===== config.mk =====
export PLATFORM = sky130hd
export DESIGN_NAME = video_timing_gen
export DESIGN_NICKNAME = d
export VERILOG_FILES = /design/src/rtl/video_timing_gen.sv
export SDC_FILE = /design/constraint.sdc
export NUM_CORES = 1
export LEC_CHECK = 0
export BUFFER_PORTS_ARGS = -buffer_cell sky130_fd_sc_hd__buf_4
export CAP_MARGIN = 10
export CORE_ASPECT_RATIO = 1.75
export CORE_MARGIN = 1.5
export CORE_UTILIZATION = 57
export CTS_BUF_LIST = sky130_fd_sc_hd__clkbuf_4 sky130_fd_sc_hd__clkbuf_8
export CTS_CLUSTER_DIAMETER = 80
export DETAILED_ROUTE_END_ITERATION = 12
export GPL_TIMING_DRIVEN = 0
export PLACE_DENSITY = 0.84
export SYNTH_ARGS = -nofsm -noshare
export SYNTH_HDL_FRONTEND = slang
export SYNTH_SLANG_ARGS = --single-unit

===== constraint.sdc =====
create_clock -name pixclk -period 4.72 [get_ports pixclk]
set_clock_uncertainty 0.15 [all_clocks]
set_input_delay 0.472 -clock pixclk [delete_from_list [all_inputs] [get_ports pixclk]]
set_output_delay 0.472 -clock pixclk [all_outputs]
set_load 0.1 [all_outputs]

===== src/rtl/video_timing_gen.sv =====
// Parametrised raster timing generator: counters, syncs, data enable and a one-cycle pixel fetch.
// Define VTG_TEST_PATTERN_EN to ignore pixel_i and drive a built-in x/y test pattern instead.
`timescale 1ns/1ps
module video_timing_gen #(
    parameter int H_ACTIVE = 640,
    parameter int H_FP     = 16,
    parameter int H_SYNC   = 96,
    parameter int H_BP     = 48,
    parameter int V_ACTIVE = 480,
    parameter int V_FP     = 10,
    parameter int V_SYNC   = 2,
    parameter int V_BP     = 33,
    parameter int HS_POL   = 1,
    parameter int VS_POL   = 1,
    parameter int CNT_W    = 12
) (
    input  logic             pixclk,
    input  logic             rst,
    output logic             req_o,
    output logic [CNT_W-1:0] x_o,
    output logic [CNT_W-1:0] y_o,
    input  logic [23:0]      pixel_i,
    output logic             hsync_o,
    output logic             vsync_o,
    output logic             de_o,
    output logic [7:0]       red_o,
    output logic [7:0]       green_o,
    output logic [7:0]       blue_o,
    output logic             frame_start_o
);

    localparam int H_TOTAL = H_ACTIVE + H_FP + H_SYNC + H_BP;
    localparam int V_TOTAL = V_ACTIVE + V_FP + V_SYNC + V_BP;

    localparam logic [CNT_W-1:0] H_LAST   = CNT_W'(H_TOTAL - 1);
    localparam logic [CNT_W-1:0] V_LAST   = CNT_W'(V_TOTAL - 1);
    localparam logic [CNT_W-1:0] H_ACT    = CNT_W'(H_ACTIVE);
    localparam logic [CNT_W-1:0] V_ACT    = CNT_W'(V_ACTIVE);
    localparam logic [CNT_W-1:0] HS_BEGIN = CNT_W'(H_ACTIVE + H_FP);
    localparam logic [CNT_W-1:0] HS_END   = CNT_W'(H_ACTIVE + H_FP + H_SYNC);
    localparam logic [CNT_W-1:0] VS_BEGIN = CNT_W'(V_ACTIVE + V_FP);
    localparam logic [CNT_W-1:0] VS_END   = CNT_W'(V_ACTIVE + V_FP + V_SYNC);

    localparam logic HS_ON = (HS_POL != 0);
    localparam logic VS_ON = (VS_POL != 0);

    logic [CNT_W-1:0] h_cnt;
    logic [CNT_W-1:0] v_cnt;
    logic             h_wrap;
    logic             active;
    logic             in_hs;
    logic             in_vs;
    logic             at_origin;

    // Stage-1 flags; the syncs are already encoded at their output polarity.
    logic             hs1;
    logic             vs1;
    logic             de1;
    logic             fs1;
    logic [23:0]      pix_next;

    always_comb begin
        h_wrap    = (h_cnt == H_LAST);
        active    = (h_cnt < H_ACT) && (v_cnt < V_ACT);
        in_hs     = (h_cnt >= HS_BEGIN) && (h_cnt < HS_END);
        in_vs     = (v_cnt >= VS_BEGIN) && (v_cnt < VS_END);
        at_origin = (h_cnt == '0) && (v_cnt == '0);
    end

    // NOTE: sequential state uses non-blocking assignments so every register samples pre-edge values.
    always_ff @(posedge pixclk or posedge rst) begin
        if (rst) begin
            h_cnt <= '0;
            v_cnt <= '0;
        end else if (h_wrap) begin
            h_cnt <= '0;
            v_cnt <= (v_cnt == V_LAST) ? '0 : v_cnt + CNT_W'(1);
        end else begin
            h_cnt <= h_cnt + CNT_W'(1);
        end
    end

    always_ff @(posedge pixclk or posedge rst) begin
        if (rst) begin
            req_o <= 1'b0;
            x_o   <= '0;
            y_o   <= '0;
            de1   <= 1'b0;
            fs1   <= 1'b0;
            hs1   <= ~HS_ON;
            vs1   <= ~VS_ON;
        end else begin
            req_o <= active;
            x_o   <= h_cnt;
            y_o   <= v_cnt;
            de1   <= active;
            fs1   <= at_origin;
            hs1   <= in_hs ? HS_ON : ~HS_ON;
            vs1   <= in_vs ? VS_ON : ~VS_ON;
        end
    end

`ifdef VTG_TEST_PATTERN_EN
    logic unused_pixel;
    assign unused_pixel = ^pixel_i;
    assign pix_next     = {x_o[7:0], y_o[7:0], {8{x_o[5] ^ y_o[5]}}};
`else
    assign pix_next = pixel_i;
`endif

    // The source answers req_o within the same cycle, so pixel_i lines up with the stage-1 flags.
    always_ff @(posedge pixclk or posedge rst) begin
        if (rst) begin
            hsync_o       <= ~HS_ON;
            vsync_o       <= ~VS_ON;
            de_o          <= 1'b0;
            frame_start_o <= 1'b0;
            red_o         <= 8'h00;
            green_o       <= 8'h00;
            blue_o        <= 8'h00;
        end else begin
            hsync_o       <= hs1;
            vsync_o       <= vs1;
            de_o          <= de1;
            frame_start_o <= fs1;
            if (de1) begin
                {red_o, green_o, blue_o} <= pix_next;
            end else begin
                {red_o, green_o, blue_o} <= 24'h000000;
            end
        end
    end

endmodule


==> results of run 1 <==
-- layout by cell type (no fill, tap or decap), types with 2 or more instances in the layout --
master and n:
nor2_1 9, nor3_1 4, inv_1 6, and4_1 3, buf_4 80, dfrtp_1 80, nor4_1 3, clkbuf_8 11
and2_1 25, o21ai_0 4, nand3_1 10, and3_1 7, nand4_1 10, clkbuf_1 4, xnor2_1 9, or3_1 2
mux2i_1 2, a21oi_1 3, xor2_1 7, ha_1 4, nand2_1 6
-- worst max-delay path, stage by stage (launching register included) --
cell     delay (ps)
dfrtp_1         440
ha_1            240
and3_1          140
buf_4           150
and4_1          170
buf_4           170
buf_6           140
nand3_1          70
o21ai_0         100
-- registers in the layout (all words and copies together) (netlist names) --
signal and count:
blue_o 8, de1 1, de_o 1, frame_start_o 1, fs1 1, green_o 8
h_cnt 12, hs1 1, hsync_o 1, red_o 8, v_cnt 12, vs1 1
vsync_o 1, x_o 12, y_o 12
-- cells in the mapped netlist --
library cell / count
dfrtp_1: 80
and2_1: 25
nand3_1: 10
nand4_1: 10
nor2_1: 9
xnor2_1: 9
and3_1: 7
inv_1: 7
xor2_1: 7
nand2_1: 6
clkbuf_1: 4
ha_1: 4
nor3_1: 4
o21ai_0: 4
a21oi_1: 3
and4_1: 3
nor4_1: 3
buf_4: 2
mux2i_1: 2
or3_1: 2
a31oi_1: 1
and4bb_1: 1
buf_6: 1
nand2b_1: 1
nand4_2: 1
nand4b_1: 1
nor2b_1: 1
nor3b_1: 1
nor4bb_1: 1
-- layout make-up --
cell class / instances / area (sq um) / share of cell area (%)
inverters: 7 / 28.8 / 0.780
repair buffers: 78 / 586 / 15.9
clock inverters: 4 / 52.6 / 1.42
multi-input cells: 116 / 762 / 20.7
flip-flops and latches: 80 / 2000 / 54.3
plain buffers: 7 / 41.3 / 1.12
clock buffers: 11 / 151 / 4.10
well taps: 52 / 65.1 / 1.76
-- logic make-up after synthesis --
group                      Yosys count  synth area share [%]
and+or+nand+nor                     86                  18.0
DFF                                 80                  70.7
xor gates and xnor gates            16                  4.95
buffers and inverters               14                  2.39
AOI/OAI and AO/OA                    8                  1.46
adders and majority gates            4                  1.77
muxes                                2                 0.707
-- final timing paths --
check | endpoint | startpoint | depth (start not counted) | slack (ps)
max in group asynchronous | green_o[7] | rst | 2 | 3640
worst max register to register | v_cnt[0] | h_cnt[0] | 8 | 2810
worst min-delay path | x_o[7] | rst | 2 | 190
worst min register to register | frame_start_o | fs1 | 0 | 200
worst max-delay path | v_cnt[0] | h_cnt[0] | 8 | 2810
min in group pixclk | red_o[4] | pixel_i[20] | 2 | 190
-- where the power goes --
group	switching (mW)	leakage, nW	internal [mW]
sequential	0.00303	1.03	0.695
clock	0.227	0.106	0.272
combinational	0.100	0.738	0.0316
total	0.331	1.87	0.999
-- per-layer routing --
metal / part of all wire, % / vias to the layer above / track usage (%)
met5: 0 / - / 0
met1: 38 / 896 / 23.2
met4: 2.3 / 0 / 9.92
li1: - / 883 / -
met2: 54 / 64 / 34.5
met3: 5.9 / 10 / 6.72
==> metrics.md, run 1 <==
| Metric | Value |
|---|---|
| GP Congestion | `0.875` |
| Final min period | `1910 ps` |
| Initial DRC count | `51` |
| Slew Limit Fails | `0` |
| Detailed Routing Iterations Pass 1 | `5` |
| CTS sink count | `80` |
| # rows | `33` |
| Synth Instances | `210` |
| Max IR drop VDD | `0.339 mV` |
| Detailed-route wire length | `5.13 mm` |
| Total power | `1.33 mW` |
| Hold buffers post-CTS | `0` |
| Syn. warnings | `0` |
| Htree depth | `3` |
| Die width | `56.3 um` |
| CTS tree | `yes` |
| Vias in the first global route | `1,789` |
| Final ANT Viol Nets | `0` |
| Critical path type | `reg -> reg` |
| Number of post-CTS setup repair buffers | `0` |
| Worst Path Max Fanout | `10` |
| Vias per std cell | `5.22` |
| Post_cts resized | `0` |
| Post-layout util | `77.7%` |
| DP HPWL | `3.60 mm` |
| Skew-Pair Late Insertion Delay | `330 ps` |
| Port Buffers | `78` |
| Routed via count | `1,853` |
| Synth top area cells | `dfrtp_1 (71%), and2_1 (5.5%), xnor2_1 (2.8%)` |
| Hold Fails Final Rpt | `0` |
| Root buffer cell | `clkbuf_8` |
| Syn_nets | `240` |
| Fin Hold WS | `186 ps` |
| Arrival @ worst endpoint | `1980 ps` |
| Clock-pin slew on the worst setup and hold paths | `80 ps` |
| Cell taking the most area after synthesis | `dfrtp_1` |
| Chip height | `96.2 um` |
| Placed instance area | `3480 sq um` |
| Max Root-Sink Buffers | `2` |
| Total CTS buffers | `9` |
| Max Clk Rate | `523 MHz` |
| Cell area after synthesis | `2830 sq um` |
| Synth-to-Final Area Change | `30.3%` |
| Post-DR wirelength/cell | `14.5 um` |
| Synth Register Bits | `80` |
| Syn Area/Cell | `13.5 sq um` |
| Setup violations, final | `0` |
| Design area | `3690 sq um` |
| Static Leakage | `1.87 nW` |
| RSZ-0062 raised after global routing | `false` |
| Ports | `79` |
| Net count, final | `329` |
| Core ar. | `4750 sq um` |
| Fillers | `295` |
| Initial core utilization | `59.6%` |
| CP startpoint kind | `flop` |
| Fin crit share | `40.5%` |
| Placed cells | `340` |
| CP required | `4780 ps` |
| Post-synthesis sequential area ratio | `70.7%` |
| # DRC | `0` |
| HP Class | `in -> async` |
| Initial antenna violation count | `0` |
| Final WS setup | `2810 ps` |
| Max cap viols | `0` |
| Worst-Margin Slew | `912 ps` |
| Layout cells sized above 1 | `32.3%` |
| P per Cell Area | `360 nW/um^2` |
| Die area | `5420 sq um` |
| Final Non-Filler Cells | `355` |
| Unique masters post-synth | `29` |
| Grt ovf | `0` |
| Setup TNS Final | `0 ps` |
| Top-area cell type share of the netlist area | `70.7%` |
| Slew HR | `39.2%` |
| Place WS | `2810 ps` |
| CP endpoint kind | `flop` |
| Ant diodes | `0` |
| Status | `completed` |
| Largest net degree at the start of global routing | `81` |
| First-pass GRT wire length | `8.30 mm` |
| GRT Util Overall | `20.4%` |
Note: power is estimated with default switching activity, not from simulation.
==> run 2, diff against run 1 <==
--- a/config.mk
+++ b/config.mk
@@ -5,16 +5,17 @@
 export SDC_FILE = /design/constraint.sdc
 export NUM_CORES = 1
 export LEC_CHECK = 0
+export ABC_AREA = 1
 export BUFFER_PORTS_ARGS = -buffer_cell sky130_fd_sc_hd__buf_4
 export CAP_MARGIN = 10
 export CORE_ASPECT_RATIO = 1.75
 export CORE_MARGIN = 1.5
-export CORE_UTILIZATION = 57
+export CORE_UTILIZATION = 55
 export CTS_BUF_LIST = sky130_fd_sc_hd__clkbuf_4 sky130_fd_sc_hd__clkbuf_8
 export CTS_CLUSTER_DIAMETER = 80
 export DETAILED_ROUTE_END_ITERATION = 12
 export GPL_TIMING_DRIVEN = 0
-export PLACE_DENSITY = 0.84
+export PLACE_DENSITY = 0.8
 export SYNTH_ARGS = -nofsm -noshare
 export SYNTH_HDL_FRONTEND = slang
 export SYNTH_SLANG_ARGS = --single-unit
==> constraint.sdc (replaced) <==
create_clock -name pixclk -period 1.95 [get_ports pixclk]
set_clock_uncertainty 0.15 [all_clocks]
set_input_delay 0.195 -clock pixclk [delete_from_list [all_inputs] [get_ports pixclk]]
set_output_delay 0.195 -clock pixclk [all_outputs]
set_load 0.1 [all_outputs]
==> metrics.md, run 2 <==
| Metric | Value |
|---|---|
| Grt ovf | `0 (unchanged)` |
| Slew Limit Fails | `0 (unchanged)` |
| Worst Hold End | `frame_start_o` |
| Place WS | `231 ps (-2580 ps)` |
| XOR/XNOR share of the synthesized area | `1.66% (-3.3 points)` |
| # DRC | `0 (unchanged)` |
| Hold_sp | `fs1` |
| GRT Util Overall | `26.1% (+5.7 points)` |
| Multiplexer area fraction after synthesis | `0% (-0.71 points)` |
| Syn. warnings | `0 (unchanged)` |
| CP peak stage delay | `430 ps (about the same)` |
| CP max stage cell | `dfrtp_1` |
| Setup TNS Final | `0 ps (unchanged)` |
| Arrival @ worst endpoint | `1830 ps (-150 ps)` |
| Crit-path leading delay family | `simple AND/OR/NAND/NOR gates` |
| Static Leakage | `2.39 nW (+28%)` |
| GP Congestion | `0.866 (-1.1%)` |
| Post-synth EDFFs | `0 (unchanged)` |
| Final min period | `1740 ps (-174 ps)` |
| Crit path buf inv count | `1 (-2)` |
| Syn_nets | `356 (+48%)` |
| Total power | `3.41 mW (+160%)` |
| Initial DRC count | `105 (+110%)` |
| Top-area cell type share of the netlist area | `63.4% (-7.3 points)` |
| Max Clk Rate | `575 MHz (+10%)` |
| Vias per std cell | `4.85 (-7.1%)` |
| Cell taking the most area after synthesis | `dfrtp_1` |
| Adder-cell share of the synthesized area | `1.58% (-0.18 points)` |
| Fin crit share | `89.2% (+49 points)` |
| Layout cells sized above 1 | `25.3% (-7.0 points)` |
| Max cap viols | `0 (unchanged)` |
| Total CTS buffers | `9 (unchanged)` |
| Chip height | `103 um (+7.3%)` |
| Synth top area cells | `dfrtp_1 (63%), nand2_1 (8.9%), inv_1 (7.3%)` |
| WHS Path Cells | `0` |
| Max IR drop VDD | `0.590 mV (+74%)` |
| HP Class | `reg -> reg` |
| Final ANT Viol Nets | `0 (unchanged)` |
| Die area | `6220 sq um (+15%)` |
| Syn Area/Cell | `9.69 sq um (-28%)` |
| Ant diodes | `0 (unchanged)` |
| Initial antenna violation count | `0 (unchanged)` |
| P per Cell Area | `785 nW/um^2 (+120%)` |
| DP HPWL | `4.57 mm (+27%)` |
| Detailed Routing Iterations Pass 1 | `4 (-1)` |
| CTS sink count | `80 (unchanged)` |
| Max Root-Sink Buffers | `2 (unchanged)` |
| Final WS setup | `210 ps (-2600 ps)` |
| Hold Fails Final Rpt | `0 (unchanged)` |
| Prevailing post-synth register cell | `dfrtp_1` |
| Vias in the first global route | `2,623 (+47%)` |
| First-pass GRT wire length | `11.7 mm (+41%)` |
| CTS tree | `yes` |
| Reg-to-reg endpoint | `h_cnt[9]` |
| R2R depth | `9 (+1)` |
| Root buffer cell | `clkbuf_8` |
| Compound-Gate Fraction of Synth Area | `2.18% (+0.72 points)` |
| Largest net degree at the start of global routing | `46 (-43%)` |
| Htree depth | `3 (unchanged)` |
| Synth Area in Simple Gates | `23.2% (+5.2 points)` |
| Net count, final | `471 (+43%)` |
| Worst-Margin Slew | `770 ps (-142 ps)` |
| Fillers | `337 (+14%)` |
| Cell area after synthesis | `3160 sq um (+12%)` |
| Initial core utilization | `57.0% (-2.6 points)` |
| Synth async-reset ratio | `100% (unchanged)` |
| Skew-Pair Late Insertion Delay | `350 ps (+20 ps)` |
| Count leader, synth | `dfrtp_1` |
| Flop2flop setup slack | `210 ps (-2600 ps)` |
| Synth Instances | `326 (+55%)` |
| Slew HR | `48.6% (+9.4 points)` |
| Worst Path Max Fanout | `10 (unchanged)` |
| Multi-input logic area | `905 sq um (+19%)` |
| Setup violations, final | `0 (unchanged)` |
| # rows | `36 (+9.1%)` |
| Post-DR wirelength/cell | `14.0 um (-3.3%)` |
| Port Buffers | `78 (unchanged)` |
| Critical path type | `reg -> reg` |
| Sequential Area | `2000 sq um (unchanged)` |
| Ports | `79 (unchanged)` |
| Commonest non-fill, non-tap cells in the layout | `dfrtp_1 (80), buf_4 (78), nand2_1 (75)` |
| Post-layout util | `78.3% (+0.62 points)` |
| Detailed-route wire length | `7.30 mm (+42%)` |
| Synth Register Bits | `80 (unchanged)` |
| Cells along the critical path | `ha_1 -> nand2_2 -> nor2_4 -> nand2_2 -> nor2_4 -> buf_8 -> nor2_1 -> nand2_1 -> nor2_1` |
| Most common cell after layout, fill and taps aside | `dfrtp_1` |
| Post-synth top cells | `dfrtp_1 (80), nand2_1 (75), inv_1 (61)` |
| Largest family of logic cells by synthesized area | `simple AND/OR/NAND/NOR gates` |
| Worst Setup SP | `h_cnt[0]` |
| Post-synthesis sequential area ratio | `63.4% (-7.3 points)` |
| Core ar. | `5540 sq um (+17%)` |
| CP endpoint kind | `flop` |
| Status | `completed` |
| Post_cts resized | `0 (unchanged)` |
| Clock-pin slew on the worst setup and hold paths | `80 ps (about the same)` |
| Unique masters post-synth | `24 (-17%)` |
| Die width | `60.3 um (+7.1%)` |
| CP startpoint kind | `flop` |
| RSZ-0062 raised after global routing | `false` |
| Reg2reg start | `h_cnt[0]` |
| Synth-to-Final Area Change | `37.4%` |
| CP required | `2040 ps (-2740 ps)` |
| Routed via count | `2,531 (+37%)` |
==> run 2: changes by cell type in the layout (fill, tap and decap cells not counted), moves of 4 or more <==
cell / previous run / this run
inv_1: 6 / 60
nand2_1: 6 / 75
nor2_1: 9 / 43
and3_1: 7 / 0
and2_1: 25 / 0
xnor2_1: 9 / 0
nand4_1: 10 / 4
nand3_1: 10 / 14
dlygate4sd3_1: 0 / 25
==> run 2: worst max path at each step <==
stage / end / slack, ps / cells after the start
finish: h_cnt[9] / 210 / 9
detailed placement: h_cnt[9] / 230 / 9
global placement: x_o[8] / 230 / 2
global route: h_cnt[9] / 100 / 9
floorplan: blue_o[0] / 310 / 3
CTS: h_cnt[9] / 220 / 9
==> run 2: metrics by stage <==
step | instances | area, sq um | hold WS (ps)
floorplan | 326 | 3160 | 149
global placement | 480 | 3840 | 182
detailed placement | 481 | 3860 | 190
CTS | 522 | 4340 | 207
global route | 522 | 4340 | 209
finish | 522 | 4340 | 199
==> run 2: logic make-up after synthesis <==
| logic type | after synthesis |
|---|---|
| simple gates | 161 |
| flops | 80 |
| buf+inv | 64 |
| compound gates | 11 |
| xor+xnor | 6 |
| fa+ha+maj | 4 |
==> run 2: per-layer routing <==
layer / up-vias / track usage, % / wire length [um]
li1: 1212 / - / -
met1: 1216 / 26.6 / 2760
met2: 81 / 48.2 / 4060
met3: 22 / 6.72 / 286
met4: 0 / 11.8 / 192
met5: - / 0 / 0
==> run 2: final cells by class <==
type	count	area share, %
sequential	80	46.1
multi-input combinational	182	20.9
timing repair buffer	104	19.7
inverter	61	5.36
clock buffer	11	3.35
tap	76	2.19
clock inverter	5	1.85
buffer	3	0.519
==> run 2: where the power goes <==
group	leakage, nW	total, mW	switching (mW)	internal [mW]
sequential	1.03	1.69	0.00790	1.68
combinational	1.25	0.380	0.270	0.110
clock	0.109	1.34	0.569	0.767
==> run 2: what timing repair did <==
item / CTS / global route
endpoints found under the setup margin: 0 / 0
hold endpoints to repair: 59 / 0
buffers inserted: 0 / 0
hold buffers: 25 / 0
